==> config.mk <==
export PLATFORM = sky130hd
export DESIGN_NAME = led_sequencer_flat
export DESIGN_NICKNAME = d
export VERILOG_FILES = /design/src/rtl/led_sequencer_if.sv /design/src/rtl/led_sequencer.sv /design/src/flat_wrapper.sv
export SDC_FILE = /design/constraint.sdc
export NUM_CORES = 1
export LEC_CHECK = 0
export CAP_MARGIN = 20
export CORE_MARGIN = 2
export CORE_UTILIZATION = 45
export CTS_CLUSTER_DIAMETER = 40
export CTS_CLUSTER_SIZE = 14
export DETAILED_ROUTE_END_ITERATION = 12
export DONT_BUFFER_PORTS = 1
export MAX_ROUTING_LAYER = met4
export SYNTH_ARGS = -nofsm -noshare
export SYNTH_HDL_FRONTEND = slang
export SYNTH_SLANG_ARGS = --single-unit
export TNS_END_PERCENT = 1
==> constraint.sdc <==
create_clock -name clk_in -period 2.15 [get_ports clk_in]
set_input_delay 0.43 -clock clk_in [delete_from_list [all_inputs] [get_ports clk_in]]
set_output_delay 0.43 -clock clk_in [all_outputs]
set_load 0.01 [all_outputs]
==> src/rtl/led_sequencer_if.sv <==
// LED sequencer control/status bundle.
// Controller drives enable, mode and divider; sequencer returns pattern and step.
interface led_sequencer_if #(
  parameter int NUM_LEDS  = 4,
  parameter int DIV_WIDTH = 23
);
  logic                 en;
  logic [1:0]           mode;
  logic [DIV_WIDTH-1:0] step_div;
  logic [NUM_LEDS-1:0]  data;
  logic                 step;

  modport master (
    output en, mode, step_div,
    input  data, step
  );

  modport slave (
    input  en, mode, step_div,
    output data, step
  );
endinterface

==> src/rtl/led_sequencer.sv <==
// Prescaled LED pattern generator: shift down/up, bounce, binary count.
// Registered outputs; a mode change reloads the pattern ahead of any tick.
module led_sequencer #(
  parameter int NUM_LEDS  = 4,
  parameter int DIV_WIDTH = 23
) (
  input  logic            clk_in,
  input  logic            rst_n,
  led_sequencer_if.slave  bus
);

  typedef enum logic [1:0] {
    SHIFT_DOWN = 2'b00,
    SHIFT_UP   = 2'b01,
    BOUNCE     = 2'b10,
    BINARY     = 2'b11
  } mode_e;

  typedef enum logic {
    DIR_DOWN = 1'b0,
    DIR_UP   = 1'b1
  } dir_e;

  localparam logic [NUM_LEDS-1:0] ONE =
    NUM_LEDS'(1);
  localparam logic [NUM_LEDS-1:0] MSB_ONLY =
    ONE << (NUM_LEDS - 1);
  localparam logic [DIV_WIDTH-1:0] CNT_ONE =
    DIV_WIDTH'(1);

  mode_e                mode_in;
  mode_e                mode_q, mode_d;
  dir_e                 dir_q, dir_d, dir_a;
  logic                 init_q;
  logic [DIV_WIDTH-1:0] cnt_q, cnt_d;
  logic [NUM_LEDS-1:0]  data_q, data_d;
  logic [NUM_LEDS-1:0]  adv, bnc;
  logic                 step_q, step_d;
  logic                 tick, reload;
  logic                 onehot, go_right;

  assign mode_in = mode_e'(bus.mode);

  // init_q masks the first-cycle capture of mode so it never reloads
  assign reload = init_q && (mode_in != mode_q);
  assign tick   = bus.en && (cnt_q >= bus.step_div);

  assign onehot = (data_q != '0) &&
    ((data_q & (data_q - ONE)) == '0);

  assign go_right = (dir_q == DIR_DOWN) ?
    !data_q[0] : data_q[NUM_LEDS-1];

  assign bnc = go_right ?
    (data_q >> 1) : (data_q << 1);

  always_comb begin
    adv   = data_q;
    dir_a = dir_q;
    unique case (mode_q)
      SHIFT_DOWN: begin
        adv = onehot ?
          {data_q[0], data_q[NUM_LEDS-1:1]} :
          MSB_ONLY;
      end
      SHIFT_UP: begin
        adv = onehot ?
          {data_q[NUM_LEDS-2:0], data_q[NUM_LEDS-1]} :
          MSB_ONLY;
      end
      BOUNCE: begin
        if (onehot) begin
          adv = bnc;
          if (bnc[0])
            dir_a = DIR_UP;
          else if (bnc[NUM_LEDS-1])
            dir_a = DIR_DOWN;
        end else begin
          adv   = MSB_ONLY;
          dir_a = DIR_DOWN;
        end
      end
      BINARY: begin
        adv = data_q + ONE;
      end
    endcase
  end

  always_comb begin
    mode_d = mode_in;
    cnt_d  = cnt_q;
    data_d = data_q;
    dir_d  = dir_q;
    step_d = 1'b0;
    if (reload) begin
      data_d = (mode_in == BINARY) ? '0 : MSB_ONLY;
      cnt_d  = '0;
      dir_d  = DIR_DOWN;
    end else if (tick) begin
      data_d = adv;
      cnt_d  = '0;
      dir_d  = dir_a;
      step_d = 1'b1;
    end else if (bus.en) begin
      cnt_d  = cnt_q + CNT_ONE;
    end
  end

  always_ff @(posedge clk_in or negedge rst_n) begin
    if (!rst_n) begin
      init_q <= 1'b0;
      mode_q <= SHIFT_DOWN;
      cnt_q  <= '0;
      data_q <= MSB_ONLY;
      dir_q  <= DIR_DOWN;
      step_q <= 1'b0;
    end else begin
      init_q <= 1'b1;
      mode_q <= mode_d;
      cnt_q  <= cnt_d;
      data_q <= data_d;
      dir_q  <= dir_d;
      step_q <= step_d;
    end
  end

  assign bus.data = data_q;
  assign bus.step = step_q;

endmodule

==> src/flat_wrapper.sv <==
// flat-port wrapper written by rule: the top's interface ports become plain ports
module led_sequencer_flat 
#(
  parameter int NUM_LEDS  = 4,
  parameter int DIV_WIDTH = 23
)
  (clk_in, rst_n, bus_en, bus_mode, bus_step_div, bus_data, bus_step);
  led_sequencer_if #(.NUM_LEDS(NUM_LEDS), .DIV_WIDTH(DIV_WIDTH)) bus_i ();
  input  logic clk_in;
  input  logic rst_n;
  input wire logic [$bits(bus_i.en)-1:0] bus_en;
  input wire logic [$bits(bus_i.mode)-1:0] bus_mode;
  input wire logic [$bits(bus_i.step_div)-1:0] bus_step_div;
  output wire logic [$bits(bus_i.data)-1:0] bus_data;
  output wire logic [$bits(bus_i.step)-1:0] bus_step;
  assign bus_i.en = bus_en;
  assign bus_i.mode = bus_mode;
  assign bus_i.step_div = bus_step_div;
  assign bus_data = bus_i.data;
  assign bus_step = bus_i.step;
  led_sequencer #(.NUM_LEDS(NUM_LEDS), .DIV_WIDTH(DIV_WIDTH)) u_core (.clk_in(clk_in), .rst_n(rst_n), .bus(bus_i));
endmodule
==> summary.md <==
| Metric | Value |
|---|---|
| Status | `finished with violations` |
| Failing checks | `setup timing` |
| Period Utilization, post-route | `102.4%` |
| Via/cell ratio | `5.749` |
| Horiz. Die Dim | `80.41 um` |
| Final #Nets | `407` |
| Total clock sinks | `32` |
| Reg area | `802.0 um^2` |
| RSZ-0062 raised after global routing | `yes` |
| Worst flop-to-flop path endpoint | `u_core.cnt_q[11]` |
| Period minus WS final | `2.202 ns` |
| DR vias | `2449` |
| First-pass GRT wire length | `11080 um` |
| Ys flop type | `dfrtp_1` |
| Max clock buf depth | `2` |
| Syn_area_per_cell | `8.449 um^2` |
| Critical path buffers and inverters | `2` |
| Crit path launch type | `flip-flop` |
| Finished Layout Cells | `426` |
| Crit Path Class | `flip-flop to flip-flop` |
| DP Worst Slack | `-0.3815 ns` |
| Crit. End Element | `flip-flop` |
| HPWL after DPL | `4744 um` |
| Largest fanout on the critical path | `6` |
| Clock H-tree levels | `2` |
| Power Dens Cells | `447.7 nW/um^2` |
| Slew Limit Fails | `0` |
| Antenna-violating nets left | `0` |
| Initial drt markers | `156` |
| Maxcap violations | `0` |
| IO Count | `33` |
| Row cnt | `27` |
| Slowest CP cell | `dfrtp_1` |
| Min-Delay Path Depth | `0` |
| R2R Setup Slk | `-0.05 ns` |
| CTS tree | `done` |
| First-pass DRT Iterations | `4` |
| Hold Violations, Final | `0` |
| Inserted Clock Buffers | `5` |
| YS warnings | `0` |
| Cell Chain, Critical Path | `ha_1 -> nand4_1 -> nor4_2 -> a211o_1 -> a211oi_4 -> buf_6 -> buf_6 -> nand4b_1 -> a31oi_1` |
| Final Setup Violations | `5` |
| Clk Latency, worst-skew pair | `0.28 ns` |
| Yosys cell types | `52` |
| Initial core utilization | `47.14%` |
| FF+latch count, synth | `32` |
| Largest net degree at the start of global routing | `33` |
| Area of the multi-input gates | `1854 um^2` |
| CP arrival | `2.40 ns` |
| Sequential element share of the synthesized area | `30.52%` |
| Peak Freq | `454.2 MHz` |
| Crit path largest cell delay | `0.39 ns` |
| P_leak | `1.527 nW` |
| Vias in the first global route | `2322` |
| Worst-case reg-to-reg path depth | `9` |
| Crit path max-delay family | `compound AO/OA/AOI/OAI gates` |
| Initial antenna violation count | `0` |
| Area Growth Syn to Fin | `29.33%` |
| Antenna diodes | `0` |
| CTS clk-pin slew, worst paths | `0.07 ns` |
| Number of synthesized flops with an enable pin | `0` |
| Netlist area before placement | `2628 um^2` |
| DRC | `0` |
| WP data required | `2.34 ns` |
| Placed cells | `413` |
| Synth async-reset ratio | `100.0%` |
| Worst hold slack | `0.1732 ns` |
| Net count after synthesis | `365` |
| Hold path endpoint | `u_core.mode_q[0]` |
| Worst hold path class | `input port to flip-flop` |
| # fillers | `480` |
| Die area | `6466 um^2` |
| GP Congestion | `0.8558` |
| Layout cells sized above 1 | `25.99%` |
| IO Port Bufs | `0` |
| Die height | `80.41 um` |
| Total track usage | `22.45%` |
| Clock Skew | `0.01246 ns` |
| Overall routed net length | `6745 um` |
| Total gr overflow | `0` |
| Cell count after synthesis | `311` |
| Reg-to-Reg Start | `u_core.cnt_q[13]` |
| Mean routed wirelength per cell | `15.83 um` |
| Layout Utilization | `60.97%` |
| Min-delay src | `bus_mode[0]` |
| CORE AREA | `5574 um^2` |
| Root Driver | `clkbuf_8` |
| Cell mode on critical path | `buf_6` |
| Worst VDD drop | `0.3340 mV` |
| Worst Slack Setup Final | `-0.05183 ns` |
sequential cells by signal (all words and copies together), names as in the netlist:
name and count:
u_core.cnt_q 23, u_core.bus.step 1, u_core.init_q 1, u_core.bus.data 4
u_core.dir_q 1, u_core.mode_q 2
routing by layer:
| metal | track usage, % | vias up | wire length [um] |
|---|---|---|---|
| li1 | - | 1214 | - |
| met1 | 29.50 | 1182 | 3158 |
| met2 | 37.17 | 51 | 3292 |
| met3 | 3.933 | 2 | 267 |
| met4 | 3.390 | 0 | 27 |
| met5 | - | - | 0 |
cells in the final DEF, fill, tap and decap left out, types with 4 or more instances in the layout:
master / count
ha_1: 17
buf_4: 41
dfrtp_1: 31
inv_1: 29
nand3b_1: 5
xor2_1: 11
a21oi_2: 4
a31oi_1: 11
o21a_1: 5
nand4b_1: 5
a21oi_1: 8
nor3_1: 6
and3_1: 6
clkbuf_8: 5
o21ai_0: 10
o21ai_1: 5
nor2_1: 22
ha_4: 9
nand4_1: 12
nand2_1: 21
nand3_1: 22
repair_timing:
item	CTS	global route
resized for setup	18	20
setup buffers	1	0
hold buffers	2	0
endpoints found under the hold margin	32	0
setup endpoints to repair	27	29
cloned	1	1
pin swaps	9	21
Yosys cell counts, types with 7 or more instances:
cell	instances	area (um^2)
ha_1	26	325.3
inv_1	29	108.9
xor2_1	11	96.34
nor3_1	7	35.03
o21ai_0	12	60.06
nand2_1	21	78.83
nor2_1	22	82.58
nand4_1	12	75.07
nand3_1	24	120.1
a21oi_1	12	60.06
clkbuf_1	8	30.03
dfrtp_1	31	775.7
and3_1	8	50.05
a31oi_1	11	68.82
logic make-up (layout without fill, tap and decap cells):
family	Yosys count	count (layout)	share of synthesized area, %
compound gates	69	69	19.19
xor+xnor	14	14	4.667
fa+ha+maj	26	26	12.38
buf+inv	43	86	6.762
flops	32	32	30.52
mux	2	2	0.7619
other cells	1	1	0.1427
simple gates	124	124	25.57
stage by stage:
stage          cell area [um^2]   power, W     TNS, ns
6_report                   3398   0.001522     -0.1341
2_1_floorplan              2636  0.0008157  -0.0006215
3_3_place_gp               2992  0.0008943      -5.094
3_5_place_dp               2992  0.0008965      -5.423
4_1_cts                    3271   0.001523    -0.04598
5_1_grt                    3398   0.001609      -1.456
worst max-delay path by stage:
stage | startpoint | endpoint | slack [ns] | cells past startpoint
finish | u_core.cnt_q[13] | u_core.cnt_q[11] | -0.05 | 9
global route | u_core.cnt_q[11] | u_core.cnt_q[11] | -0.16 | 9
CTS | u_core.cnt_q[9] | u_core.dir_q | -0.02 | 8
detailed placement | bus_step_div[12] | u_core.cnt_q[16] | -0.38 | 9
global placement | bus_step_div[13] | u_core.cnt_q[22] | -0.35 | 9
floorplan | bus_step_div[12] | u_core.cnt_q[1] | -0.0006 | 10
power breakdown:
part | switching, W | internal (W) | leakage (nW)
clock | 0.000243 | 0.000343 | 0.0541
sequential | 0.0000127 | 0.000621 | 0.434
combinational | 0.000167 | 0.000136 | 1.04
total | 0.000422 | 0.00110 | 1.53
final cells by class:
type	count	share of cell area, %
multi-input combinational	236	54.57
clock inverter	3	1.252
clock buffer	5	2.025
sequential	32	23.60
timing repair buffer	49	12.70
inverter	29	3.203
tap	72	2.651
Power figures use the tool's default switching activity.
